`config.mk`:
```
export PLATFORM = sky130hd
export DESIGN_NAME = lfsr_decode_flat
export DESIGN_NICKNAME = d
export VERILOG_FILES = /design/src/rtl/lfsr_pkg.sv /design/src/rtl/lfsr_decode_if.sv /design/src/rtl/lfsr_ref.sv /design/src/rtl/lfsr_decode.sv /design/src/flat_wrapper.sv
export SDC_FILE = /design/constraint.sdc
export NUM_CORES = 1
export LEC_CHECK = 0
export ABC_AREA = 1
export CORE_MARGIN = 1.5
export CORE_UTILIZATION = 54
export CTS_CLUSTER_DIAMETER = 150
export DETAILED_ROUTE_END_ITERATION = 10
export MAX_ROUTING_LAYER = met4
export PLACE_DENSITY_LB_ADDON = 0.1
export SLEW_MARGIN = 20
export SYNTH_ARGS = -nofsm -noshare
export SYNTH_HDL_FRONTEND = slang
export SYNTH_HIERARCHICAL = 1
export SYNTH_SLANG_ARGS = --single-unit
```
`constraint.sdc`:
```
create_clock -name clk_i -period 1.55 [get_ports clk_i]
set_input_delay 0.465 -clock clk_i [delete_from_list [all_inputs] [get_ports clk_i]]
set_output_delay 0.465 -clock clk_i [all_outputs]
set_load 0.01 [all_outputs]
```
`src/rtl/lfsr_pkg.sv`:
```
// rtl/lfsr_pkg.sv - shared LFSR types, default tap masks and the pcounter step function
package lfsr_pkg;

  typedef enum logic [1:0] {
    IDLE   = 2'd0,
    SEARCH = 2'd1,
    DONE   = 2'd2
  } fsm_t;

  localparam int unsigned MAX_WIDTH = 16;

  // Maximal-length masks; bit n-1 is the x^n term.
  function automatic logic [MAX_WIDTH-1:0] default_taps(input int unsigned width);
    case (width)
      3:       return 16'h0006;
      4:       return 16'h000C;
      5:       return 16'h0014;
      6:       return 16'h0030;
      7:       return 16'h0060;
      8:       return 16'h00B8;
      9:       return 16'h0110;
      10:      return 16'h0240;
      11:      return 16'h0500;
      12:      return 16'h0829;
      13:      return 16'h100D;
      14:      return 16'h2015;
      15:      return 16'h6000;
      16:      return 16'hD008;
      default: return 16'h0000;
    endcase
  endfunction

  function automatic logic [MAX_WIDTH-1:0] lfsr_step(
    input logic [MAX_WIDTH-1:0] s,
    input logic [MAX_WIDTH-1:0] taps,
    input int unsigned          width
  );
    logic [MAX_WIDTH-1:0] mask;
    mask = MAX_WIDTH'((32'd1 << width) - 32'd1);
    return {s[MAX_WIDTH-2:0], ^(s & taps)} & mask;
  endfunction

endpackage

```
`src/rtl/lfsr_decode_if.sv`:
```
// rtl/lfsr_decode_if.sv - request/result handshake bundle; err_o present only with LFSR_DECODE_ERR_EN
interface lfsr_decode_if #(
  parameter int unsigned WIDTH = 6
);
  logic             valid_i;
  logic             ready_o;
  logic [WIDTH-1:0] state_i;
  logic             valid_o;
  logic             ready_i;
  logic [WIDTH-1:0] index_o;
`ifdef LFSR_DECODE_ERR_EN
  logic             err_o;
`endif

  modport master (
    output valid_i, state_i, ready_i,
`ifdef LFSR_DECODE_ERR_EN
    input  err_o,
`endif
    input  ready_o, valid_o, index_o
  );

  modport slave (
    input  valid_i, state_i, ready_i,
`ifdef LFSR_DECODE_ERR_EN
    output err_o,
`endif
    output ready_o, valid_o, index_o
  );
endinterface

```
`src/rtl/lfsr_ref.sv`:
```
// rtl/lfsr_ref.sv - registered reference LFSR with load-to-SEED and step enables
module lfsr_ref
  import lfsr_pkg::*;
#(
  parameter int unsigned      WIDTH = 6,
  parameter logic [WIDTH-1:0] TAPS  = WIDTH'(default_taps(WIDTH)),
  parameter logic [WIDTH-1:0] SEED  = WIDTH'(1)
) (
  input  logic             clk_i,
  input  logic             rst_i,
  input  logic             load,
  input  logic             step,
  output logic [WIDTH-1:0] state
);

  always_ff @(posedge clk_i or negedge rst_i) begin
    if (!rst_i) begin
      state <= SEED;
    end else if (load) begin
      state <= SEED;
    end else if (step) begin
      state <= WIDTH'(lfsr_step(MAX_WIDTH'(state), MAX_WIDTH'(TAPS), WIDTH));
    end
  end

endmodule

```
`src/rtl/lfsr_decode.sv`:
```
// rtl/lfsr_decode.sv - sequential LFSR state-to-index decoder; LFSR_DECODE_ERR_EN adds err_o and zero short-circuit
module lfsr_decode
  import lfsr_pkg::*;
#(
  parameter int unsigned      WIDTH = 6,
  parameter logic [WIDTH-1:0] TAPS  = WIDTH'(default_taps(WIDTH)),
  parameter logic [WIDTH-1:0] SEED  = WIDTH'(1)
) (
  input logic          clk_i,
  input logic          rst_i,
  lfsr_decode_if.slave bus
);

  localparam logic [WIDTH-1:0] LAST_CNT = WIDTH'((1 << WIDTH) - 2);
`ifdef LFSR_DECODE_ERR_EN
  localparam bit ZERO_SHORTCUT = 1'b1;
`else
  localparam bit ZERO_SHORTCUT = 1'b0;
`endif

  fsm_t             fsm;
  logic [WIDTH-1:0] cnt;
  logic [WIDTH-1:0] target;
  logic [WIDTH-1:0] ref_state;
  logic             accept;
  logic             consume;
  logic             hit;
  logic             miss;

  assign accept  = bus.valid_i && bus.ready_o;
  assign consume = bus.valid_o && bus.ready_i;
  assign hit     = (ref_state == target);
  // Index 2^WIDTH-1 never occurs on the sequence, so all-ones is a safe miss marker.
  assign miss    = (ZERO_SHORTCUT && target == '0) || (cnt == LAST_CNT);

  lfsr_ref #(
    .WIDTH (WIDTH),
    .TAPS  (TAPS),
    .SEED  (SEED)
  ) u_ref (
    .clk_i (clk_i),
    .rst_i (rst_i),
    .load  ((fsm == IDLE) && accept),
    .step  (fsm == SEARCH),
    .state (ref_state)
  );

  always_ff @(posedge clk_i or negedge rst_i) begin
    if (!rst_i) begin
      fsm         <= IDLE;
      bus.ready_o <= 1'b1;
      bus.valid_o <= 1'b0;
      bus.index_o <= '0;
      cnt         <= '0;
      target      <= '0;
`ifdef LFSR_DECODE_ERR_EN
      bus.err_o   <= 1'b0;
`endif
    end else begin
      case (fsm)
        IDLE: begin
          if (accept) begin
            target      <= bus.state_i;
            cnt         <= '0;
            bus.ready_o <= 1'b0;
            fsm         <= SEARCH;
          end
        end
        SEARCH: begin
          if (hit) begin
            bus.index_o <= cnt;
            bus.valid_o <= 1'b1;
`ifdef LFSR_DECODE_ERR_EN
            bus.err_o   <= 1'b0;
`endif
            fsm         <= DONE;
          end else if (miss) begin
            bus.index_o <= '1;
            bus.valid_o <= 1'b1;
`ifdef LFSR_DECODE_ERR_EN
            bus.err_o   <= 1'b1;
`endif
            fsm         <= DONE;
          end else begin
            cnt <= cnt + 1'b1;
          end
        end
        DONE: begin
          if (consume) begin
            bus.valid_o <= 1'b0;
            bus.ready_o <= 1'b1;
            fsm         <= IDLE;
          end
        end
        default: fsm <= IDLE;
      endcase
    end
  end

endmodule

```
`src/flat_wrapper.sv`:
```
// flat-port wrapper written by rule: the top's interface ports become plain ports
module lfsr_decode_flat import lfsr_pkg::*;
#(
  parameter int unsigned      WIDTH = 6,
  parameter logic [WIDTH-1:0] TAPS  = WIDTH'(default_taps(WIDTH)),
  parameter logic [WIDTH-1:0] SEED  = WIDTH'(1)
)
  (clk_i, rst_i, bus_valid_i, bus_state_i, bus_ready_i, bus_ready_o, bus_valid_o, bus_index_o);
  lfsr_decode_if #(.WIDTH(WIDTH)) bus_i ();
  input logic clk_i;
  input logic rst_i;
  input wire logic [$bits(bus_i.valid_i)-1:0] bus_valid_i;
  input wire logic [$bits(bus_i.state_i)-1:0] bus_state_i;
  input wire logic [$bits(bus_i.ready_i)-1:0] bus_ready_i;
  output wire logic [$bits(bus_i.ready_o)-1:0] bus_ready_o;
  output wire logic [$bits(bus_i.valid_o)-1:0] bus_valid_o;
  output wire logic [$bits(bus_i.index_o)-1:0] bus_index_o;
  assign bus_i.valid_i = bus_valid_i;
  assign bus_i.state_i = bus_state_i;
  assign bus_i.ready_i = bus_ready_i;
  assign bus_ready_o = bus_i.ready_o;
  assign bus_valid_o = bus_i.valid_o;
  assign bus_index_o = bus_i.index_o;
  lfsr_decode #(.WIDTH(WIDTH), .TAPS(TAPS), .SEED(SEED)) u_core (.clk_i(clk_i), .rst_i(rst_i), .bus(bus_i));
endmodule
```
# Yosys cells after proc, flatten, opt, wreduce, memory -nomap -nowiden
# Index checks and enable logic that the tools add are counted.
[op_classes]
add_sub_neg = 1
n_eq_ne = 9
reduce_logical = 16
n_mux = 20
[op_table]
columns = ["op", "n"]
rows = [
  ["$mux 6", 7],
  ["$reduce_xor 16->1", 1],
  ["$pmux 6 s2", 1],
  ["$reduce_bool 2->1", 5],
  ["$reduce_and 3->1", 3],
  ["$mux 2", 4],
  ["$add 6x1->6 const B", 1],
  ["$eq 6x6->1", 1],
  ["$eq 6x6->1 const B", 1],
  ["$pmux 2 s3", 1],
  ["$mux 1", 5],
  ["$ne 2x1->1 const B", 2],
  ["$ne 2x2->1 const B", 2],
  ["$pmux 1 s2", 2],
  ["$reduce_and 2->1", 2],
  ["$reduce_and 4->1", 1],
  ["$logic_and 1x1->1", 3],
  ["$ne 3x1->1 const B", 1],
  ["$eq 2x1->1 const B", 1],
  ["$eq 2x2->1 const B", 1],
  ["$logic_not 2->1", 1],
]
[word_totals]
reg_bits = 28
input_bits = 10
out_inout_bits = 8
elab_cells = 53

# Logic depth before layout (Yosys ltp)
# Gate-level depths: netlist of run 1.
[logic_depth]
ltp_word = 4
depth_mapped = 9
mapped_depth_nobuf = 9

# Cells and area by module
# Netlist of run 1, hierarchy kept.
[modules_own_cells]
columns = ["mod", "area_per_inst_um2", "n_inst", "seq_area_each_um2", "cells_each"]
rows = [
  ["lfsr_decode", 1226.2, 1, 551.8, 162],
  ["lfsr_ref", 270.3, 1, 151.4, 32],
]

# Worst setup path after synthesis of run 1
# Ideal clock, no wire load.
[synth_timing]
path_type = "reg-to-reg"
from = "register u_core.u_ref.state[0]"
to = "register u_core.bus.index_o[0]"
synth_period_minus_slack_ns = 1.336
arrival_ns = 1.219
required_time_ns = 1.433
path_slack_ns = 0.214
setup_ns = 0.117
path_stages_with_launch = 10
path_buffers = 0
cell_sequence = "dfstp_2 -> nand2_1 -> inv_1 -> nor2_1 -> nor2_4 -> nand3_4 -> nand2_4 -> nand2_4 -> nand2_1 -> nand2_1"
[synth_via]
elab_chain_cells = 3
word_cells_on_any_way = 4
classes_between = "eq/ne (1); mux (1); reduce/logical (2)"
[synth_rtl]
columns = ["item", "line_no", "text"]
rows = [
  ["from (decl)", "lfsr_ref.sv:13", "output logic [WIDTH-1:0] state"],
  ["from (signal assigned)", "lfsr_ref.sv:22", "state <= WIDTH'(lfsr_step(MAX_WIDTH'(state), MAX_WIDTH'(TAPS), WIDTH));"],
  ["$eq 6x6->1 *", "lfsr_decode.sv:32", "assign hit = (ref_state == target);"],
  ["$reduce_bool 2->1 (no line)", "n/a", ""],
  ["$reduce_and 2->1 (no line)", "n/a", ""],
  ["to (signal assigned)", "lfsr_decode.sv:71", "bus.index_o <= cnt;"],
  ["to (decl)", "lfsr_decode_if.sv:28", "output ready_o, valid_o, index_o"],
]
# Mark *: on every way between the ends. The rest lies on a longest branch, timed or not.
# A chain may end at the register's enable or synchronous reset.

# Worst setup path in the final report of run 1
[layout_timing]
from = "register u_core.bus.ready_o"
to = "output bus_ready_o"
[layout_rtl]
columns = ["item", "line_no", "text"]
rows = [
  ["from (decl)", "lfsr_decode_if.sv:28", ""],
  ["from (signal assigned)", "lfsr_decode.sv:51", "bus.ready_o <= 1'b1;"],
  ["from (signal assigned)", "lfsr_decode.sv:65", "bus.ready_o <= 1'b0;"],
  ["from (signal assigned)", "lfsr_decode.sv:91", "bus.ready_o <= 1'b1;"],
  ["to (decl)", "flat_wrapper.sv:15", "output wire logic [$bits(bus_i.ready_o)-1:0] bus_ready_o;"],
]
# No word-level cell between the ends.

==> impl_metrics.py, run 1 <==
metrics = {
    "power_and_ir_drop": {
        "leakagePower_nw": 0.997,
        "p_total_mw": 1.08,
        "ir_worst_vdd_uv": 380,
        "power_density_nw_per_um2": 601,
    },
    "route": {
        "drc": 0,
        "drt_iter0_markers": 54,
        "drtAntennaViolNets": 0,
        "drt-total-wl_um": 2980,
        "vias_per_cell": 5.25,
        "vias": 1323,
        "firstDrtPassIters": 4,
        "wl_per_cell_um": 11.8,
    },
    "placed_design": {
        "place_congestion": 0.897,
        "place_hpwl_um": 2220,
        "dpl.cell_count": 247,
        "io_buffers": 17,
        "dpl_worst_slack_ps": -111,
    },
    "sta": {
        "timing.fmax_mhz": 682,
        "worst_pin_slew_ps": 324,
        "grt_setup_unrepaired": "false",
        "min_period_ps": 1470,
        "relSlewSlack_pct": 78.3,
        "setup_ws_ps": 83.8,
        "fin_crit_sh_pct": 94.6,
        "setup_viol": 0,
        "hold_viol_final": 0,
        "slew_violations": 0,
        "fin_skew_ps": 5.35,
        "hold_slack_ps": 482,
    },
    "global_route": {
        "antenna_found_initial": 0,
        "grt-ovfl-total": 0,
        "grt_pass1_wl_um": 5460,
        "grt_usage_pct": 22.8,
        "grt_max_degree": 29,
        "grt_pass1_vias": 1273,
    },
    "clock_tree": {
        "clk_pin_slew_ps": 140,
        "root_buffer": "clkbuf_4",
        "cts_buffers": 3,
        "clk_latency_ps": 320,
        "cts_tree": "yes",
        "htreeDepth": 1,
        "cts_sinks": 28,
        "cts-hold-fix-buffers": 0,
        "cts_buffer_depth": 2,
    },
    "yosys": {
        "synth.area.top_cells": "dfrtp_1 43%, nand2_1 17%, inv_1 6.8%, nand3_1 6.0%, nand4_1 4.2%",
        "async_flop_share_pct": 100,
        "synth_ff_type": "dfrtp_1",
        "yosys-top-cells-count": "67 x nand2_1, 27 x inv_1, 26 x dfrtp_1",
        "syn_inst": 194,
        "yosysMostFrequentCell": "nand2_1",
        "yosysWarnings": 6,
        "synth_enable_flop_cells": 0,
        "synth.largest_area_cell": "dfrtp_1",
        "synthDominantCellAreaShare_pct": 43.5,
        "netlist_area_um2": 1500,
        "synth.net_count": 206,
        "yosys_register_bits": 28,
        "ys_types": 22,
        "syn_area_per_cell_um2": 7.71,
        "ys_seq_area_share_pct": 47.0,
    },
    "floorplan": {
        "start_util_pct": 58.8,
        "pin_count": 18,
        "die_area_um2": 3100,
        "placementRows": 18,
        "die_w_um": 55.6,
        "die_h_um": 55.6,
        "coreArea_um2": 2540,
    },
    "setup_path": {
        "crit_path_end_kind": "primary output",
        "critPathMaxStageDelay_ps": 560,
        "crit_slowest_cell": "dfstp_2",
        "start_kind": "flop",
        "worst-path-stages": 1,
        "critPathLaunch": "u_core/bus.ready_o",
        "r2r_start": "u_core/u_ref/state[2]",
        "crit_chain": "buf_2",
        "critPathKind": "flop to primary output",
        "crit_arrival_ps": 1000,
        "r2r_cells": 9,
        "crit_required_ps": 1080,
        "critPathTopFamily": "flip-flops",
        "critPathMaxFanout": 3,
        "path_buf_inv": 1,
    },
    "hold_path": {
        "hold_class": "flop to flop",
        "hold_depth": 2,
        "hold_start": "u_core/bus.index_o[3]",
    },
    "layout": {
        "area_delta_synth_final_pct": 19.6,
        "nNetsFinal": 235,
        "final_cell_count_no_fill": 252,
        "diodes": 0,
        "drive_above_1_share_pct": 14.0,
    },
    "run": {
        "max_cap_violations": 0,
    },
    "run_status": {
        "status": "completed",
    },
}
## sequential cells by signal, indices dropped and copies added (netlist names)
name	count
u_core/target	6
u_core/bus.index_o	6
u_core/bus.valid_o	1
u_core/cnt	6
u_core/fsm	2
u_core/u_ref/state	6
u_core/bus.ready_o	1
## stage by stage
stage	cell area (um^2)	TNS, ps	utilization (%)
after floorplan	1500	0	-
after global placement	1770	-1030	69.5
after detailed placement	1770	-1340	69.5
after CTS	1790	0	70.3
after global routing	1790	0	70.3
final	1790	0	70.3
## metal layers
layer | vias up | track usage [%] | share of wire, %
met4 | 0 | 7.67 | 0.67
li1 | 664 | - | -
met3 | 4 | 3.02 | 6.4
met5 | - | - | 0
met2 | 44 | 37.1 | 48
met1 | 611 | 29.5 | 45
## placed cells by master, fill, tap and decap left out
master and count:
clkbuf_4 3, clkbuf_1 1, a21o_1 1, nor2_1 13, nor2_2 1, nand2_4 3
clkdlybuf4s50_1 9, nand3_1 18, dlygate4sd2_1 7, dfrtp_1 26, nand3_4 1, o21ai_0 5
inv_2 3, ha_1 2, a21oi_1 1, nand2_1 67, o21ai_1 2, buf_12 1
inv_1 27, nor3_1 1, xor2_1 1, o21ai_2 2, dfstp_2 2, buf_4 9
buf_2 1, nor2_4 4, nand2_2 1, nand4_1 10
## cell families after synthesis
logic type / after synthesis / share of synthesized area [%]
adders and majority gates: 2 / 1.67
and+or+nand+nor: 119 / 37.9
xor gates and xnor gates: 1 / 0.585
AOI/OAI and AO/OA: 11 / 4.35
buffers and inverters: 33 / 8.53
DFF: 28 / 47.0
## worst paths after layout
| check | to | slack [ps] |
|---|---|---|
| min in group asynchronous | u_core/fsm[0] | 490 |
| hold reg to reg | u_core/bus.index_o[3] | 480 |
| hold / removal | u_core/bus.index_o[3] | 480 |
| max in group asynchronous | u_core/bus.ready_o | 830 |
| setup / recovery | bus_ready_o | 80 |
| setup reg to reg | u_core/bus.index_o[2] | 120 |
## layout make-up
class	count	area [um^2]
tap	30	37.5
timing repair buffer	27	244
sequential	28	703
clock buffer	4	26.3
fill	198	756
multi-input combinational	133	666
inverter	30	113
## repair_timing
| item | CTS | global route |
|---|---|---|
| gates resized for setup | 11 | 1 |
| cloned | 0 | 0 |
| setup endpoints to repair | 8 | 4 |
| hold endpoints to repair | 0 | 0 |
| buffers inserted | 1 | 0 |
## power breakdown
group | internal, mW | leakage (nW) | total, mW | switching (mW)
combinational | 0.0250 | 0.634 | 0.0431 | 0.0181
sequential | 0.731 | 0.348 | 0.731 | 0
clock | 0.101 | 0.0150 | 0.302 | 0.201
total | 0.857 | 0.997 | 1.08 | 0.219
Power figures use the tool's default switching activity.
==> run 2: changes to the inputs <==
Settings changed: CORE_MARGIN 1.5 to 2, SKIP_CTS_REPAIR_TIMING from default to 1.
==> run 2 against run 1 <==
Net effect: clock power increased by 4%; maximum frequency decreased by 1.7%; routed wire length increased by 2.8%; via count decreased by 1.2%; clock skew increased by 2.7 ps; count of clock-buffer cells in the layout unchanged; worst setup slack got worse by 26 ps; critical path depth unchanged; utilization decreased by 1.8 points; cell count increased by 1.6%.
==> impl_metrics.py, run 2 (same netlist as run 1, synthesis figures left out) <==
metrics = {
    "sta": {
        "slew_violations": 0,
        "setup_tns_ps": 0,
        "timing.fmax_mhz": 670,
        "fin_crit_sh_pct": 96.2,
        "hold_viol_final": 0,
        "setup_ws_ps": 58.2,
        "min_period_ps": 1490,
        "worst_pin_slew_ps": 362,
        "grt_setup_unrepaired": "false",
        "hold_slack_ps": 469,
        "relSlewSlack_pct": 75.7,
        "fin_skew_ps": 8.00,
        "setup_viol": 0,
    },
    "route": {
        "wl_per_cell_um": 11.9,
        "firstDrtPassIters": 4,
        "drtAntennaViolNets": 0,
        "drt-total-wl_um": 3060,
        "drt_iter0_markers": 56,
        "vias_per_cell": 5.11,
        "drc": 0,
        "vias": 1307,
    },
    "floorplan": {
        "die_area_um2": 3210,
        "die_h_um": 56.6,
        "start_util_pct": 55.7,
        "coreArea_um2": 2690,
        "die_w_um": 56.6,
        "pin_count": 18,
        "placementRows": 19,
    },
    "placed_design": {
        "place_congestion": 0.814,
        "place_area_um2": 1770,
        "dpl.cell_count": 248,
        "dpl_worst_slack_ps": -145,
        "io_buffers": 17,
        "place_hpwl_um": 2230,
    },
    "setup_path": {
        "crit_path_end_kind": "primary output",
        "critPathTopFamily": "flip-flops",
        "critPathMaxStageDelay_ps": 570,
        "start_kind": "flop",
        "crit_required_ps": 1080,
        "critPathMaxFanout": 3,
        "crit_chain": "clkbuf_2",
        "crit_slowest_cell": "dfstp_2",
        "critPathKind": "flop to primary output",
        "crit_arrival_ps": 1030,
        "path_buf_inv": 1,
    },
    "global_route": {
        "grt_max_degree": 29,
        "grt-ovfl-total": 0,
        "grt_pass1_vias": 1276,
        "grt_usage_pct": 22.0,
        "antenna_found_initial": 0,
        "grt_pass1_wl_um": 5370,
    },
    "power_and_ir_drop": {
        "ir_worst_vdd_uv": 554,
        "leakagePower_nw": 1.10,
        "p_total_mw": 1.09,
        "power_density_nw_per_um2": 591,
    },
    "layout": {
        "fin_util_pct": 68.5,
        "fin_area_um2": 1840,
        "most-common-layout-cells": "67 x nand2_1, 27 x inv_1, 26 x dfrtp_1, 18 x nand3_1, 13 x nor2_1",
        "drive_above_1_share_pct": 15.1,
        "nFillCells": 234,
        "nNetsFinal": 238,
        "final_cell_count_no_fill": 256,
        "area_delta_synth_final_pct": 22.9,
        "diodes": 0,
        "layout_commonest_cell": "nand2_1",
    },
    "run_status": {
        "status": "completed",
    },
    "run": {
        "max_cap_violations": 0,
    },
    "clock_tree": {
        "root_buffer": "clkbuf_4",
        "cts_tree": "yes",
        "clk_latency_ps": 330,
        "cts_sinks": 28,
        "cts_buffers": 3,
        "htreeDepth": 1,
        "cts_buffer_depth": 2,
        "clk_pin_slew_ps": 150,
    },
    "hold_path": {
        "hold_class": "input port to async pin",
    },
}
==> run 2: changes by cell type in the layout (fill, tap and decap cells not counted) <==
cell | previous run | this run
buf_4 | 9 | 12
dlygate4sd2_1 | 7 | 0
clkbuf_2 | 0 | 1
buf_2 | 1 | 0
dlymetal6s2s_1 | 0 | 7
==> run 2: area by class of cell <==
cell class              count  area (um^2)  area share [%]
clock buffers               4         26.3            1.43
inverters                  30          113            6.12
multi-input cells         133          666            36.2
flip-flops and latches     28          703            38.2
well taps                  31         38.8            2.11
repair buffers             30          293            15.9
==> run 2: report_power, final <==
| group | internal [mW] | leakage (nW) | switching [mW] |
|---|---|---|---|
| registers | 0.731 | 0.348 | 0 |
| clock network | 0.101 | 0.0150 | 0.212 |
| logic | 0.0250 | 0.735 | 0.0184 |
| total | 0.857 | 1.10 | 0.230 |
==> run 2: worst paths after layout <==
kind / startpoint / end / slack [ps] / cells after the start
worst max-delay path: u_core/bus.ready_o / bus_ready_o / 60 / 1
worst max register to register: u_core/u_ref/state[2] / u_core/bus.index_o[0] / 120 / 9
worst min register to register: u_core/bus.index_o[5] / u_core/bus.index_o[5] / 500 / 2
min in group clk_i: u_core/bus.index_o[5] / u_core/bus.index_o[5] / 500 / 2
worst min-delay path: rst_i / u_core/bus.valid_o / 470 / 2
max in group asynchronous: rst_i / u_core/u_ref/state[0] / 850 / 2
==> run 2: metal layers <==
metal,global-route usage (%),vias to the layer above,part of all wire (%)
li1,-,668,-
met1,28.4,603,47
met2,35.0,31,47
met3,2.53,5,4.4
met4,9.52,0,1.8
met5,-,-,0
==> edit: new RTL, config.mk and constraints of run 2 <==
`WIDTH` is set to 6 in 4 places; all go to 5.
--- a/src/rtl/lfsr_decode_if.sv
+++ b/src/rtl/lfsr_decode_if.sv
@@ -2,3 +2,3 @@
 interface lfsr_decode_if #(
-  parameter int unsigned WIDTH = 6
+  parameter int unsigned WIDTH = 5
 );
--- a/src/rtl/lfsr_ref.sv
+++ b/src/rtl/lfsr_ref.sv
@@ -4,3 +4,3 @@
 #(
-  parameter int unsigned      WIDTH = 6,
+  parameter int unsigned      WIDTH = 5,
   parameter logic [WIDTH-1:0] TAPS  = WIDTH'(default_taps(WIDTH)),
--- a/src/rtl/lfsr_decode.sv
+++ b/src/rtl/lfsr_decode.sv
@@ -4,3 +4,3 @@
 #(
-  parameter int unsigned      WIDTH = 6,
+  parameter int unsigned      WIDTH = 5,
   parameter logic [WIDTH-1:0] TAPS  = WIDTH'(default_taps(WIDTH)),
--- a/src/flat_wrapper.sv
+++ b/src/flat_wrapper.sv
@@ -3,3 +3,3 @@
 #(
-  parameter int unsigned      WIDTH = 6,
+  parameter int unsigned      WIDTH = 5,
   parameter logic [WIDTH-1:0] TAPS  = WIDTH'(default_taps(WIDTH)),
Interface: changed (resized bus_index_o and bus_state_i); port bits go from 18 to 16. No check against the original RTL was run, so the function may have changed too.
==> edit against run 2 <==
  * Sequential cell count down 4
  * Core utilization up 3.5 points
  * Area after synthesis down 16%
  * Final cell count down 16%
  * Worst setup slack better by 0.0079 ns
  * Total power down 14%
  * Routed wire length down 13%
  * Via count down 14%
  * Final area down 13%
  * Clock power down 15%
  * Critical path type unchanged
  * Highest routed layer unchanged
==> edit: results <==
{
  "status": "completed",
  "synth_nets": 169,
  "cts_max_level": 1,
  "grt_pass1_wl_mm": 4.485,
  "crit_family": "flip-flops",
  "rrSetupSlack_ns": 0.09,
  "async_flop_share_pct": 100.0,
  "synth.distinct_cells": 20,
  "synth_area_leaders": "dfrtp_1 (44%), nand2_1 (17%), nand3_1 (6.4%), inv_1 (5.1%), nand4_1 (5.0%)",
  "critPathMaxFanout": 3,
  "grt_pass1_vias": 1056,
  "finClkSkew_ns": 0.002900,
  "p_leak_nw": 0.9509,
  "numPortBuffers": 15,
  "syn-mean-instance-area_um2": 7.974,
  "drt_iter0_drc": 48,
  "final_cells": 216,
  "placed_area_um2": 1500,
  "vdd_drop_max_v": 0.0005167,
  "arrival_ns": 1.02,
  "clkTransAtPathRegs_ns": 0.13,
  "routed_wl_mm": 2.666,
  "dp_worst_setup_slack_ns": -0.08424,
  "antenna_found_initial": 0,
  "hpwl_mm": 1.890,
  "clockBufferDepth": 2,
  "cpPeakStageDelay_ns": 0.56,
  "final_nets": 201,
  "drtPass1Iterations": 5,
  "cpMaxStageDelayCell": "dfstp_2",
  "grt_max_degree": 25,
  "place.gp.congestion": 0.8480,
  "yosys-top-cells-count": "nand2_1 (58), dfrtp_1 (22), inv_1 (17)",
  "worst_hold_startpoint": "u_core/bus.index_o[0]",
  "track_usage_pct": 22.43,
  "dp.cells": 206,
  "via_per_inst": 5.176,
  "max-slew-margin-rel_pct": 83.96,
  "antenna-diode-count": 0,
  "setup_slack_ns": 0.06615,
  "r2r-start": "u_core/u_ref/state[0]",
  "timing.rr.end": "u_core/bus.index_o[4]",
  "clock_latency_ns": 0.30,
  "hold_path_class": "reg2reg",
  "layout-drive-gt1-share_pct": 18.09,
  "synth-seq-area-share_pct": 47.86
}
[edit: stage by stage]
step,total power [mW],hold WS [ns]
2_1_floorplan,0.6391,0.1694
3_3_place_gp,0.6769,0.4536
3_5_place_dp,0.6779,0.4576
4_1_cts,0.9418,0.4881
5_1_grt,0.9760,0.4942
6_report,0.9318,0.4796
[edit: layout make-up]
class                      instances  area (um2)
fill                             178       619.3
sequential                        24       603.1
multi-input combinational        109       560.5
timing repair buffer              29       285.3
inverter                          23       86.33
tap                               28       35.03
clock buffer                       3       22.52
[edit: worst min-delay path by stage]
stage	end	slack, ns	cells past startpoint
2_1_floorplan	u_core/bus.index_o[0]	0.17	0
3_3_place_gp	u_core/bus.index_o[2]	0.45	2
3_5_place_dp	u_core/bus.index_o[3]	0.46	2
4_1_cts	u_core/bus.index_o[3]	0.49	2
5_1_grt	u_core/bus.index_o[2]	0.49	2
6_report	u_core/bus.index_o[0]	0.48	2
[edit: cells by family (layout without fill, tap and decap cells)]
logic type	count (synthesis)	in the layout	synth area share, %
adders and majority gates	2	2	1.986
buffers and inverters	25	55	7.646
DFF	24	24	47.87
and+or+nand+nor	98	98	37.44
AOI/OAI and AO/OA	6	6	2.383
xor gates and xnor gates	3	3	2.682
[edit: worst reg2reg max path, cell delays in order, from the launching register on]
cell     delay [ns]
dfstp_2        0.57
nand2_1        0.05
inv_1          0.05
nor2_1         0.05
nor2_4         0.15
nand3_4        0.12
nand2_4        0.12
nand2_4        0.09
nand2_1        0.08
nand2_1        0.06
[edit: per-layer routing]
layer / wire (um) / share of wire [%] / track usage (%) / up-vias
met4: 14 / 0.53 / 5.128 / 0
met5: 0 / 0 / - / -
met3: 132 / 5.0 / 2.857 / 2
met1: 1154 / 43 / 28.47 / 530
li1: - / - / - / 554
met2: 1364 / 51 / 38.33 / 32
[edit: where the power goes]
group / internal (mW) / total (mW) / switching, mW
Clock: 0.0906 / 0.267 / 0.176
Combinational: 0.0228 / 0.0387 / 0.0159
Sequential: 0.626 / 0.626 / 0
Total: 0.740 / 0.932 / 0.192
